**src/rtl/fluxo_de_dados_genius_param_pkg.sv**
```systemverilog
// Shared definitions for the Genius datapath: level limits, stored button
// sequences (button index per step) and playback state encoding.
package fluxo_de_dados_genius_param_pkg;

  localparam int unsigned SEQ_BANKS = 2;
  localparam int unsigned SEQ_LEN   = 16;

  typedef enum logic [1:0] {
    EST_IDLE = 2'd0,
    EST_ON   = 2'd1,
    EST_OFF  = 2'd2,
    EST_FIM  = 2'd3
  } estado_leds_e;

  // Each entry is the lit button index; the one-hot word is built per instance width.
  localparam logic [1:0] SEQ_IDX [SEQ_BANKS][SEQ_LEN] = '{
    '{2'd0, 2'd1, 2'd2, 2'd3, 2'd2, 2'd1, 2'd0, 2'd3,
      2'd1, 2'd2, 2'd3, 2'd0, 2'd3, 2'd1, 2'd2, 2'd0},
    '{2'd3, 2'd2, 2'd1, 2'd0, 2'd1, 2'd3, 2'd0, 2'd2,
      2'd2, 2'd0, 2'd3, 2'd1, 2'd0, 2'd2, 2'd3, 2'd1}
  };

  function automatic int unsigned nivel_limite(input logic [1:0] dif,
                                               input int unsigned depth);
    return ((32'(dif) + 32'd1) * depth) / 32'd4 - 32'd1;
  endfunction

  function automatic int unsigned seq_botao(input int unsigned bank,
                                            input int unsigned addr,
                                            input int unsigned nbot);
    return 32'(SEQ_IDX[bank % SEQ_BANKS][addr % SEQ_LEN]) % nbot;
  endfunction

endpackage

```
**src/rtl/fluxo_de_dados_genius_param_if.sv**
```systemverilog
// Control/status bundle between the Genius control unit (master) and the
// parametrised datapath (slave).
interface fluxo_de_dados_genius_param_if #(
  parameter int N_BOTOES = 4,
  parameter int DEPTH    = 16,
  parameter int NBANK    = 2,
  parameter int SCORE_W  = 5
);
  localparam int LVL_W  = $clog2(DEPTH);
  localparam int BANK_W = (NBANK > 1) ? $clog2(NBANK) : 1;

  logic [N_BOTOES-1:0] botoes;
  logic                zera_nivel, conta_nivel;
  logic                zera_jogada, conta_jogada;
  logic                zera_score, conta_score;
  logic                zeraR, registraR;
  logic [1:0]          dificuldade;
  logic [BANK_W-1:0]   banco;
  logic                zera_timeout, conta_timeout;
  logic                inicia_leds;

  logic                jogada_igual_memoria, endereco_igual_limite, ultimo_nivel;
  logic                fez_jogada, jogada_invalida;
  logic                deu_timeout, meio_timeout;
  logic [N_BOTOES-1:0] db_jogada, db_memoria;
  logic [LVL_W-1:0]    db_nivel;
  logic [SCORE_W-1:0]  score;
  logic [N_BOTOES-1:0] leds;
  logic                fim_leds;

  modport master (
    output botoes, zera_nivel, conta_nivel, zera_jogada, conta_jogada,
           zera_score, conta_score, zeraR, registraR, dificuldade, banco,
           zera_timeout, conta_timeout, inicia_leds,
    input  jogada_igual_memoria, endereco_igual_limite, ultimo_nivel,
           fez_jogada, jogada_invalida, deu_timeout, meio_timeout,
           db_jogada, db_memoria, db_nivel, score, leds, fim_leds
  );

  modport slave (
    input  botoes, zera_nivel, conta_nivel, zera_jogada, conta_jogada,
           zera_score, conta_score, zeraR, registraR, dificuldade, banco,
           zera_timeout, conta_timeout, inicia_leds,
    output jogada_igual_memoria, endereco_igual_limite, ultimo_nivel,
           fez_jogada, jogada_invalida, deu_timeout, meio_timeout,
           db_jogada, db_memoria, db_nivel, score, leds, fim_leds
  );
endinterface

```
**src/rtl/fluxo_de_dados_genius_param_sequenciador_leds.sv**
```systemverilog
// LED playback sequencer: shows steps 0..nivel of the selected bank, each for
// T_LED_ON cycles followed by a T_LED_OFF gap, then pulses o_fim.
//   state | meaning
//   IDLE  | waiting for i_inicia; leds dark
//   ON    | showing step r_idx; timer counts the on-time down
//   OFF   | gap after step r_idx; at terminal count go to next step or FIM
//   FIM   | one-cycle end pulse, back to IDLE
module fluxo_de_dados_genius_param_sequenciador_leds
  import fluxo_de_dados_genius_param_pkg::*;
#(
  parameter int N_BOTOES  = 4,
  parameter int LVL_W     = 4,
  parameter int BANK_W    = 1,
  parameter int T_LED_ON  = 1000,
  parameter int T_LED_OFF = 250
) (
  input  logic                i_clock,
  input  logic                i_reset,
  input  logic                i_inicia,
  input  logic [BANK_W-1:0]   i_banco,
  input  logic [LVL_W-1:0]    i_nivel,
  output logic [N_BOTOES-1:0] o_leds,
  output logic                o_fim
);
  localparam int TMR_W = $clog2(((T_LED_ON > T_LED_OFF) ? T_LED_ON : T_LED_OFF) + 1);
  localparam logic [TMR_W-1:0] TMR_ON  = TMR_W'(T_LED_ON - 1);
  localparam logic [TMR_W-1:0] TMR_OFF = TMR_W'(T_LED_OFF - 1);
  localparam logic [1:0] S_IDLE = EST_IDLE;
  localparam logic [1:0] S_ON   = EST_ON;
  localparam logic [1:0] S_OFF  = EST_OFF;
  localparam logic [1:0] S_FIM  = EST_FIM;

  logic [1:0]          r_estado, w_estado_prox;
  logic [TMR_W-1:0]    r_tmr, w_tmr_prox;
  logic [LVL_W-1:0]    r_idx, w_idx_prox;
  logic [N_BOTOES-1:0] r_leds, w_palavra;

  always_comb begin
    w_estado_prox = r_estado;
    w_tmr_prox    = r_tmr;
    w_idx_prox    = r_idx;
    case (r_estado)
      S_IDLE: begin
        if (i_inicia) begin
          w_estado_prox = S_ON;
          w_tmr_prox    = TMR_ON;
          w_idx_prox    = '0;
        end
      end
      S_ON: begin
        if (r_tmr == '0) begin
          w_estado_prox = S_OFF;
          w_tmr_prox    = TMR_OFF;
        end else begin
          w_tmr_prox = r_tmr - TMR_W'(1);
        end
      end
      S_OFF: begin
        if (r_tmr == '0) begin
          if (r_idx < i_nivel) begin
            w_estado_prox = S_ON;
            w_tmr_prox    = TMR_ON;
            w_idx_prox    = r_idx + LVL_W'(1);
          end else begin
            w_estado_prox = S_FIM;
          end
        end else begin
          w_tmr_prox = r_tmr - TMR_W'(1);
        end
      end
      default: w_estado_prox = S_IDLE;
    endcase
    // Second ROM read port, addressed by the step about to be shown.
    w_palavra = N_BOTOES'(1) << seq_botao(32'(i_banco), 32'(w_idx_prox), N_BOTOES);
  end

  always_ff @(posedge i_clock) begin
    if (i_reset) begin
      r_estado <= S_IDLE;
      r_tmr    <= '0;
      r_idx    <= '0;
      r_leds   <= '0;
    end else begin
      r_estado <= w_estado_prox;
      r_tmr    <= w_tmr_prox;
      r_idx    <= w_idx_prox;
      r_leds   <= (w_estado_prox == S_ON) ? w_palavra : '0;
    end
  end

  assign o_leds = r_leds;
  assign o_fim  = (r_estado == S_FIM);

endmodule

```
**src/rtl/fluxo_de_dados_genius_param.sv**
```systemverilog
// Parametrised Genius datapath: level/address/score counters, play register,
// sequence ROM, timeout and LED playback (sequencer built only with PLAYBACK_EN).
module fluxo_de_dados_genius_param
  import fluxo_de_dados_genius_param_pkg::*;
#(
  parameter int N_BOTOES  = 4,
  parameter int DEPTH     = 16,
  parameter int NBANK     = 2,
  parameter int SCORE_W   = 5,
  parameter int TIMEOUT   = 5000
`ifdef PLAYBACK_EN
  ,
  parameter int T_LED_ON  = 1000,
  parameter int T_LED_OFF = 250
`endif
) (
  input logic i_clock,
  input logic i_reset,
  fluxo_de_dados_genius_param_if.slave bus
);
  localparam int LVL_W  = $clog2(DEPTH);
  localparam int BANK_W = (NBANK > 1) ? $clog2(NBANK) : 1;
  localparam int TMO_W  = $clog2(TIMEOUT);
  localparam logic [LVL_W-1:0]   NIVEL_MAX = LVL_W'(DEPTH - 1);
  localparam logic [SCORE_W-1:0] SCORE_MAX = '1;
  localparam logic [TMO_W-1:0]   TMO_FIM   = TMO_W'(TIMEOUT - 1);
  localparam logic [TMO_W-1:0]   TMO_MEIO  = TMO_W'(TIMEOUT / 2);

  logic [LVL_W-1:0]    r_nivel, r_endereco;
  logic [SCORE_W-1:0]  r_score;
  logic [N_BOTOES-1:0] r_jogada, r_memoria, w_palavra;
  logic [TMO_W-1:0]    r_tmo;
  logic                r_or_ant, w_or;

  assign w_or      = |bus.botoes;
  assign w_palavra = N_BOTOES'(1) << seq_botao(32'(bus.banco), 32'(r_endereco), N_BOTOES);

  always_ff @(posedge i_clock) begin
    if (i_reset) begin
      r_nivel    <= '0;
      r_endereco <= '0;
      r_score    <= '0;
      r_jogada   <= '0;
      r_memoria  <= '0;
      r_tmo      <= '0;
      r_or_ant   <= 1'b0;
    end else begin
      if (bus.zera_nivel)                               r_nivel <= '0;
      else if (bus.conta_nivel && r_nivel != NIVEL_MAX) r_nivel <= r_nivel + LVL_W'(1);

      // Address is DEPTH wide in a power-of-two register, so it wraps naturally.
      if (bus.zera_jogada)       r_endereco <= '0;
      else if (bus.conta_jogada) r_endereco <= r_endereco + LVL_W'(1);

      if (bus.zera_score)                               r_score <= '0;
      else if (bus.conta_score && r_score != SCORE_MAX) r_score <= r_score + SCORE_W'(1);

      if (bus.zeraR)          r_jogada <= '0;
      else if (bus.registraR) r_jogada <= bus.botoes;

      if (bus.zera_timeout)                           r_tmo <= '0;
      else if (bus.conta_timeout && r_tmo != TMO_FIM) r_tmo <= r_tmo + TMO_W'(1);

      r_memoria <= w_palavra;
      r_or_ant  <= w_or;
    end
  end

  assign bus.db_nivel              = r_nivel;
  assign bus.db_jogada             = r_jogada;
  assign bus.db_memoria            = r_memoria;
  assign bus.score                 = r_score;
  assign bus.jogada_igual_memoria  = (r_jogada == r_memoria);
  assign bus.endereco_igual_limite = (r_endereco == r_nivel);
  assign bus.ultimo_nivel          = (32'(r_nivel) == nivel_limite(bus.dificuldade, DEPTH));
  assign bus.fez_jogada            = w_or & ~r_or_ant;
  assign bus.jogada_invalida       = ($countones(r_jogada) != 1);
  assign bus.deu_timeout           = (r_tmo == TMO_FIM);
  assign bus.meio_timeout          = (r_tmo >= TMO_MEIO);

`ifdef PLAYBACK_EN
  logic [N_BOTOES-1:0] w_leds;
  logic                w_fim;

  fluxo_de_dados_genius_param_sequenciador_leds #(
    .N_BOTOES (N_BOTOES),
    .LVL_W    (LVL_W),
    .BANK_W   (BANK_W),
    .T_LED_ON (T_LED_ON),
    .T_LED_OFF(T_LED_OFF)
  ) u_sequenciador (
    .i_clock (i_clock),
    .i_reset (i_reset),
    .i_inicia(bus.inicia_leds),
    .i_banco (bus.banco),
    .i_nivel (r_nivel),
    .o_leds  (w_leds),
    .o_fim   (w_fim)
  );

  assign bus.leds     = w_leds;
  assign bus.fim_leds = w_fim;
`else
  logic r_fim;

  always_ff @(posedge i_clock) begin
    if (i_reset) r_fim <= 1'b0;
    else         r_fim <= bus.inicia_leds;
  end

  assign bus.leds     = '0;
  assign bus.fim_leds = r_fim;
`endif

endmodule

```
**src/flat_wrapper.sv**
```systemverilog
// flat-port wrapper written by rule: the top's interface ports become plain ports
module fluxo_de_dados_genius_param_flat import fluxo_de_dados_genius_param_pkg::*;
#(
  parameter int N_BOTOES  = 4,
  parameter int DEPTH     = 16,
  parameter int NBANK     = 2,
  parameter int SCORE_W   = 5,
  parameter int TIMEOUT   = 5000

)
  (i_clock, i_reset, bus_botoes, bus_zera_nivel, bus_conta_nivel, bus_zera_jogada, bus_conta_jogada, bus_zera_score, bus_conta_score, bus_zeraR, bus_registraR, bus_dificuldade, bus_banco, bus_zera_timeout, bus_conta_timeout, bus_inicia_leds, bus_jogada_igual_memoria, bus_endereco_igual_limite, bus_ultimo_nivel, bus_fez_jogada, bus_jogada_invalida, bus_deu_timeout, bus_meio_timeout, bus_db_jogada, bus_db_memoria, bus_db_nivel, bus_score, bus_leds, bus_fim_leds);
  fluxo_de_dados_genius_param_if #(.N_BOTOES(N_BOTOES), .DEPTH(DEPTH), .NBANK(NBANK), .SCORE_W(SCORE_W)) bus_i ();
  input logic i_clock;
  input logic i_reset;
  input wire logic [$bits(bus_i.botoes)-1:0] bus_botoes;
  input wire logic [$bits(bus_i.zera_nivel)-1:0] bus_zera_nivel;
  input wire logic [$bits(bus_i.conta_nivel)-1:0] bus_conta_nivel;
  input wire logic [$bits(bus_i.zera_jogada)-1:0] bus_zera_jogada;
  input wire logic [$bits(bus_i.conta_jogada)-1:0] bus_conta_jogada;
  input wire logic [$bits(bus_i.zera_score)-1:0] bus_zera_score;
  input wire logic [$bits(bus_i.conta_score)-1:0] bus_conta_score;
  input wire logic [$bits(bus_i.zeraR)-1:0] bus_zeraR;
  input wire logic [$bits(bus_i.registraR)-1:0] bus_registraR;
  input wire logic [$bits(bus_i.dificuldade)-1:0] bus_dificuldade;
  input wire logic [$bits(bus_i.banco)-1:0] bus_banco;
  input wire logic [$bits(bus_i.zera_timeout)-1:0] bus_zera_timeout;
  input wire logic [$bits(bus_i.conta_timeout)-1:0] bus_conta_timeout;
  input wire logic [$bits(bus_i.inicia_leds)-1:0] bus_inicia_leds;
  output wire logic [$bits(bus_i.jogada_igual_memoria)-1:0] bus_jogada_igual_memoria;
  output wire logic [$bits(bus_i.endereco_igual_limite)-1:0] bus_endereco_igual_limite;
  output wire logic [$bits(bus_i.ultimo_nivel)-1:0] bus_ultimo_nivel;
  output wire logic [$bits(bus_i.fez_jogada)-1:0] bus_fez_jogada;
  output wire logic [$bits(bus_i.jogada_invalida)-1:0] bus_jogada_invalida;
  output wire logic [$bits(bus_i.deu_timeout)-1:0] bus_deu_timeout;
  output wire logic [$bits(bus_i.meio_timeout)-1:0] bus_meio_timeout;
  output wire logic [$bits(bus_i.db_jogada)-1:0] bus_db_jogada;
  output wire logic [$bits(bus_i.db_memoria)-1:0] bus_db_memoria;
  output wire logic [$bits(bus_i.db_nivel)-1:0] bus_db_nivel;
  output wire logic [$bits(bus_i.score)-1:0] bus_score;
  output wire logic [$bits(bus_i.leds)-1:0] bus_leds;
  output wire logic [$bits(bus_i.fim_leds)-1:0] bus_fim_leds;
  assign bus_i.botoes = bus_botoes;
  assign bus_i.zera_nivel = bus_zera_nivel;
  assign bus_i.conta_nivel = bus_conta_nivel;
  assign bus_i.zera_jogada = bus_zera_jogada;
  assign bus_i.conta_jogada = bus_conta_jogada;
  assign bus_i.zera_score = bus_zera_score;
  assign bus_i.conta_score = bus_conta_score;
  assign bus_i.zeraR = bus_zeraR;
  assign bus_i.registraR = bus_registraR;
  assign bus_i.dificuldade = bus_dificuldade;
  assign bus_i.banco = bus_banco;
  assign bus_i.zera_timeout = bus_zera_timeout;
  assign bus_i.conta_timeout = bus_conta_timeout;
  assign bus_i.inicia_leds = bus_inicia_leds;
  assign bus_jogada_igual_memoria = bus_i.jogada_igual_memoria;
  assign bus_endereco_igual_limite = bus_i.endereco_igual_limite;
  assign bus_ultimo_nivel = bus_i.ultimo_nivel;
  assign bus_fez_jogada = bus_i.fez_jogada;
  assign bus_jogada_invalida = bus_i.jogada_invalida;
  assign bus_deu_timeout = bus_i.deu_timeout;
  assign bus_meio_timeout = bus_i.meio_timeout;
  assign bus_db_jogada = bus_i.db_jogada;
  assign bus_db_memoria = bus_i.db_memoria;
  assign bus_db_nivel = bus_i.db_nivel;
  assign bus_score = bus_i.score;
  assign bus_leds = bus_i.leds;
  assign bus_fim_leds = bus_i.fim_leds;
  fluxo_de_dados_genius_param #(.N_BOTOES(N_BOTOES), .DEPTH(DEPTH), .NBANK(NBANK), .SCORE_W(SCORE_W), .TIMEOUT(TIMEOUT)) u_core (.i_clock(i_clock), .i_reset(i_reset), .bus(bus_i));
endmodule
```
**config.mk**
```make
export PLATFORM = sky130hd
export DESIGN_NAME = fluxo_de_dados_genius_param_flat
export DESIGN_NICKNAME = d
export VERILOG_FILES = /design/src/rtl/fluxo_de_dados_genius_param_pkg.sv /design/src/rtl/fluxo_de_dados_genius_param_if.sv /design/src/rtl/fluxo_de_dados_genius_param_sequenciador_leds.sv /design/src/rtl/fluxo_de_dados_genius_param.sv /design/src/flat_wrapper.sv
export SDC_FILE = /design/constraint.sdc
export NUM_CORES = 1
export LEC_CHECK = 0
export CORE_MARGIN = 10
export CORE_UTILIZATION = 24
export CTS_CLUSTER_DIAMETER = 120
export DETAILED_ROUTE_END_ITERATION = 8
export PLACE_DENSITY = 0.55
export SLEW_MARGIN = 20
export SYNTH_ARGS = -nofsm -noshare
export SYNTH_HDL_FRONTEND = slang
export SYNTH_SLANG_ARGS = --single-unit
```
**constraint.sdc**
```tcl
create_clock -name i_clock -period 2.7 [get_ports i_clock]
set_input_delay 0.405 -clock i_clock [delete_from_list [all_inputs] [get_ports i_clock]]
set_output_delay 0.405 -clock i_clock [all_outputs]
set_load 0.1 [all_outputs]
```
==> results of run 1 <==
[layout by cell type (no fill, tap or decap), types with 9 or more instances in the layout]
master / instances
dfxtp_1: 30
buf_4: 23
xor2_1: 20
nor3_1: 19
clkdlybuf4s50_1: 19
nor2_1: 17
ha_1: 10
nand2_1: 9
mux2i_1: 9
[critical path, cell delays in order]
cell,delay [ns]
clkdlybuf4s50_1,0.50
inv_1,0.05
ha_1,0.29
xor2_1,0.15
or3_1,0.36
a21boi_4,0.19
buf_12,0.19
[cell families (layout without fill, tap and decap cells)]
family | after synthesis | in the layout | synth area share (%)
mux | 9 | 9 | 4.404
simple gates | 94 | 94 | 25.38
other cells | 1 | 4 | 0.1833
flops | 36 | 36 | 35.23
xor+xnor | 28 | 28 | 11.99
compound gates | 30 | 30 | 10.34
fa+ha+maj | 11 | 11 | 7.095
buf+inv | 23 | 59 | 5.382
[synthesized netlist by cell type, types with 2 or more instances]
cell | count | area share (%)
a21oi_1 | 7 | 1.7
a21o_1 | 2 | 0.73
clkbuf_1 | 8 | 1.5
nor3_1 | 19 | 4.6
o21ai_0 | 8 | 2.0
inv_1 | 7 | 1.3
or4_2 | 2 | 0.86
or3_1 | 4 | 1.2
nor2_1 | 17 | 3.1
nand3_1 | 7 | 1.7
and2_1 | 2 | 0.61
xnor2_1 | 8 | 3.4
buf_1 | 2 | 0.37
a21boi_0 | 2 | 0.73
ha_1 | 10 | 6.1
mux2i_1 | 9 | 4.4
nand2_1 | 10 | 1.8
xor2_1 | 20 | 8.6
nand4_1 | 7 | 2.1
o31ai_1 | 4 | 1.5
nand3b_1 | 3 | 1.1
buf_4 | 4 | 1.5
and3_1 | 4 | 1.2
nand2b_1 | 2 | 0.61
dfxtp_1 | 36 | 35
nor4_1 | 4 | 1.2
nor2b_1 | 4 | 1.2
[through the flow]
step / setup WS, ns / hold slack, ns
2_1_floorplan: -0.06346 / 0.4625
3_3_place_gp: 0.1879 / 0.4922
3_5_place_dp: 0.1394 / 0.5009
4_1_cts: 0.1423 / 0.5146
5_1_grt: 0.07178 / 0.5474
6_report: 0.1536 / 0.5116
[layer usage]
| layer | vias up | share of wire (%) |
|---|---|---|
| li1 | 891 | - |
| met1 | 791 | 48 |
| met2 | 48 | 42 |
| met3 | 5 | 8.2 |
| met4 | 0 | 1.5 |
| met5 | - | 0 |
[where the power goes]
group | switching, W | internal (W) | total [W] | leakage, nW
logic | 0.000195 | 0.0000880 | 0.000283 | 0.759
clock network | 0.000177 | 0.000175 | 0.000352 | 0.0410
registers | 0.0000139 | 0.000543 | 0.000556 | 0.295
[registers in the layout (all words and copies together), names as in the netlist]
signal                 cells
u_core.bus.db_jogada       4
u_core.bus.db_memoria      4
u_core.bus.db_nivel        4
u_core.bus.fim_leds        1
u_core.bus.score           5
u_core.r_endereco          4
u_core.r_or_ant            1
u_core.r_tmo              13
[worst max-delay path by stage]
stage / slack [ns] / startpoint / depth (start not counted) / end
6_report: 0.15 / bus_dificuldade[0] / 7 / bus_ultimo_nivel
5_1_grt: 0.07 / bus_dificuldade[0] / 7 / bus_ultimo_nivel
2_1_floorplan: -0.06 / u_core.bus.db_nivel[1]$_SDFFE_PP0P_ / 2 / bus_endereco_igual_limite
4_1_cts: 0.14 / bus_dificuldade[0] / 7 / bus_ultimo_nivel
3_3_place_gp: 0.19 / bus_dificuldade[0] / 7 / bus_ultimo_nivel
3_5_place_dp: 0.14 / bus_dificuldade[0] / 7 / bus_ultimo_nivel
[cell type report]
cell class / instances / area, um2 / share of cell area, %
Tap cell: 105 / 131.4 / 4.918
Sequential cell: 36 / 728.2 / 27.26
Inverter: 7 / 26.28 / 0.9836
Timing Repair Buffer: 45 / 422.9 / 15.83
Clock inverter: 1 / 5.005 / 0.1874
Multi-Input combinational cell: 176 / 1285 / 48.10
Clock buffer: 6 / 72.57 / 2.717
==> flow_metrics.env, run 1 <==
export IMPL_drt_iter0_drc=76
export IMPL_status="finished clean"
export IMPL_synth_ff_type="dfxtp_1"
export IMPL_clk_latency_ns=0.28
export IMPL_ys_types=47
export IMPL_rrSetupSlack_ns=0.83
export IMPL_finalSetupTns_ns=0
export IMPL_final_cells=376
export IMPL_cts_setup_buffers=0
export IMPL_fmax_ghz=0.3927
export IMPL_synth_edf_count=0
export IMPL_num_rows=33
export IMPL_ctsHoldBuffers=0
export IMPL_min_from="u_core.r_tmo[12]$_SDFFE_PP0P_"
export IMPL_nNetsFinal=302
export IMPL_dieArea_um2=12620
export IMPL_grt_pass1_vias=1693
export IMPL_skew_ns=0.009808
export IMPL_drc=0
export IMPL_critPathCaptureType="output port"
export IMPL_gr_usage_met2_pct=11.36
export IMPL_ys_ff_latch=36
export IMPL_r2r_start="u_core.r_tmo[1]$_SDFFE_PP0P_"
export IMPL_fin_total_pwr_w=0.001191
export IMPL_num_antenna_cells=0
export IMPL_slew_viol_final=0
export IMPL_finish_utilization_pct=32.35
export IMPL_ios=49
export IMPL_htree_levels=2
export IMPL_core_area_um2=8258
export IMPL_cp_start_kind="input pin"
export IMPL_die_h_um=112.3
export IMPL_design_area_um2=2671
export IMPL_via_count=1735
export IMPL_grt_use_met3_pct=3.514
export IMPL_drv_cap=0
export IMPL_peakVddDrop_mv=0.1491
export IMPL_ys_warnings_count=0
export IMPL_grtUsageMet1_pct=9.761
export IMPL_gp_congestion=0.7343
export IMPL_ctsLongestPathBuffers=2
export IMPL_period_needed_ns=2.546
export IMPL_cts_tree="built"
export IMPL_syn_to_final_growth_pct=30.58
export IMPL_rr_worst_depth=5
export IMPL_gr_usage_all_layers_pct=7.754
export IMPL_hold_path_class="reg2reg"
export IMPL_period_share_pct=94.31
export IMPL_synth_cells=232
export IMPL_grt_max_degree=24
export IMPL_p_per_area_nw_per_um2=446.0
export IMPL_wl_per_cell_um=12.92
export IMPL_slew_headroom_pct=58.17
export IMPL_cts_sinks=36
export IMPL_place_area_um2=2594
export IMPL_r2r_end="u_core.r_tmo[12]$_SDFFE_PP0P_"
export IMPL_initial_core_util_pct=24.77
export IMPL_hold_violations=0
export IMPL_ant_nets=0
export IMPL_avgSynthCellArea_um2=8.818
export IMPL_cp_max_fo=3
export IMPL_arrival_ns=2.14
export IMPL_grt_pass1_wl_um=8321
export IMPL_drt_pass1_iterations=4
export IMPL_min_to="u_core.r_tmo[12]$_SDFFE_PP0P_"
export IMPL_io_buffers=44
export IMPL_die_w_um=112.3
export IMPL_syn_area_um2=2046
export IMPL_root_buffer="clkbuf_8"
export IMPL_grt_overflow=0
export IMPL_fillers=876
export IMPL_numCtsBuffers=5
export IMPL_leakage_nw=1.095
export IMPL_async_flop_share_pct=0
export IMPL_dp_hpwl_um=3639
export IMPL_drt_wl_total_um=4859
export IMPL_yosysSeqAreaShare_pct=35.23
export IMPL_setup_violations_final=0
export IMPL_placed_cells=369
export IMPL_rsz0062_at_grt="no"
export IMPL_worstSetupPathType="in2out"
export IMPL_path_clk_slew_ns=0.06
export IMPL_tightest_slew_ns=0.6265
export IMPL_min_path_cells=2
export IMPL_busiest_layer="met2"
export IMPL_crit_required_ns=2.30
export IMPL_antenna_found_initial=0
export IMPL_layout_drive_gt1_share_pct=18.82
export IMPL_post_drt_via_cell_ratio=4.614
export IMPL_cts_resized=0
No activity file was read; power rests on OpenSTA's default activity.
==> run 2: changes to the inputs <==
--- a/config.mk
+++ b/config.mk
@@ -9,6 +9,7 @@
 export CORE_UTILIZATION = 24
 export CTS_CLUSTER_DIAMETER = 120
 export DETAILED_ROUTE_END_ITERATION = 8
+export GPL_ROUTABILITY_DRIVEN = 0
 export PLACE_DENSITY = 0.55
 export SLEW_MARGIN = 20
 export SYNTH_ARGS = -nofsm -noshare
==> results of run 2 <==
Final layout, timing and power as in run 1 (identical DEF).
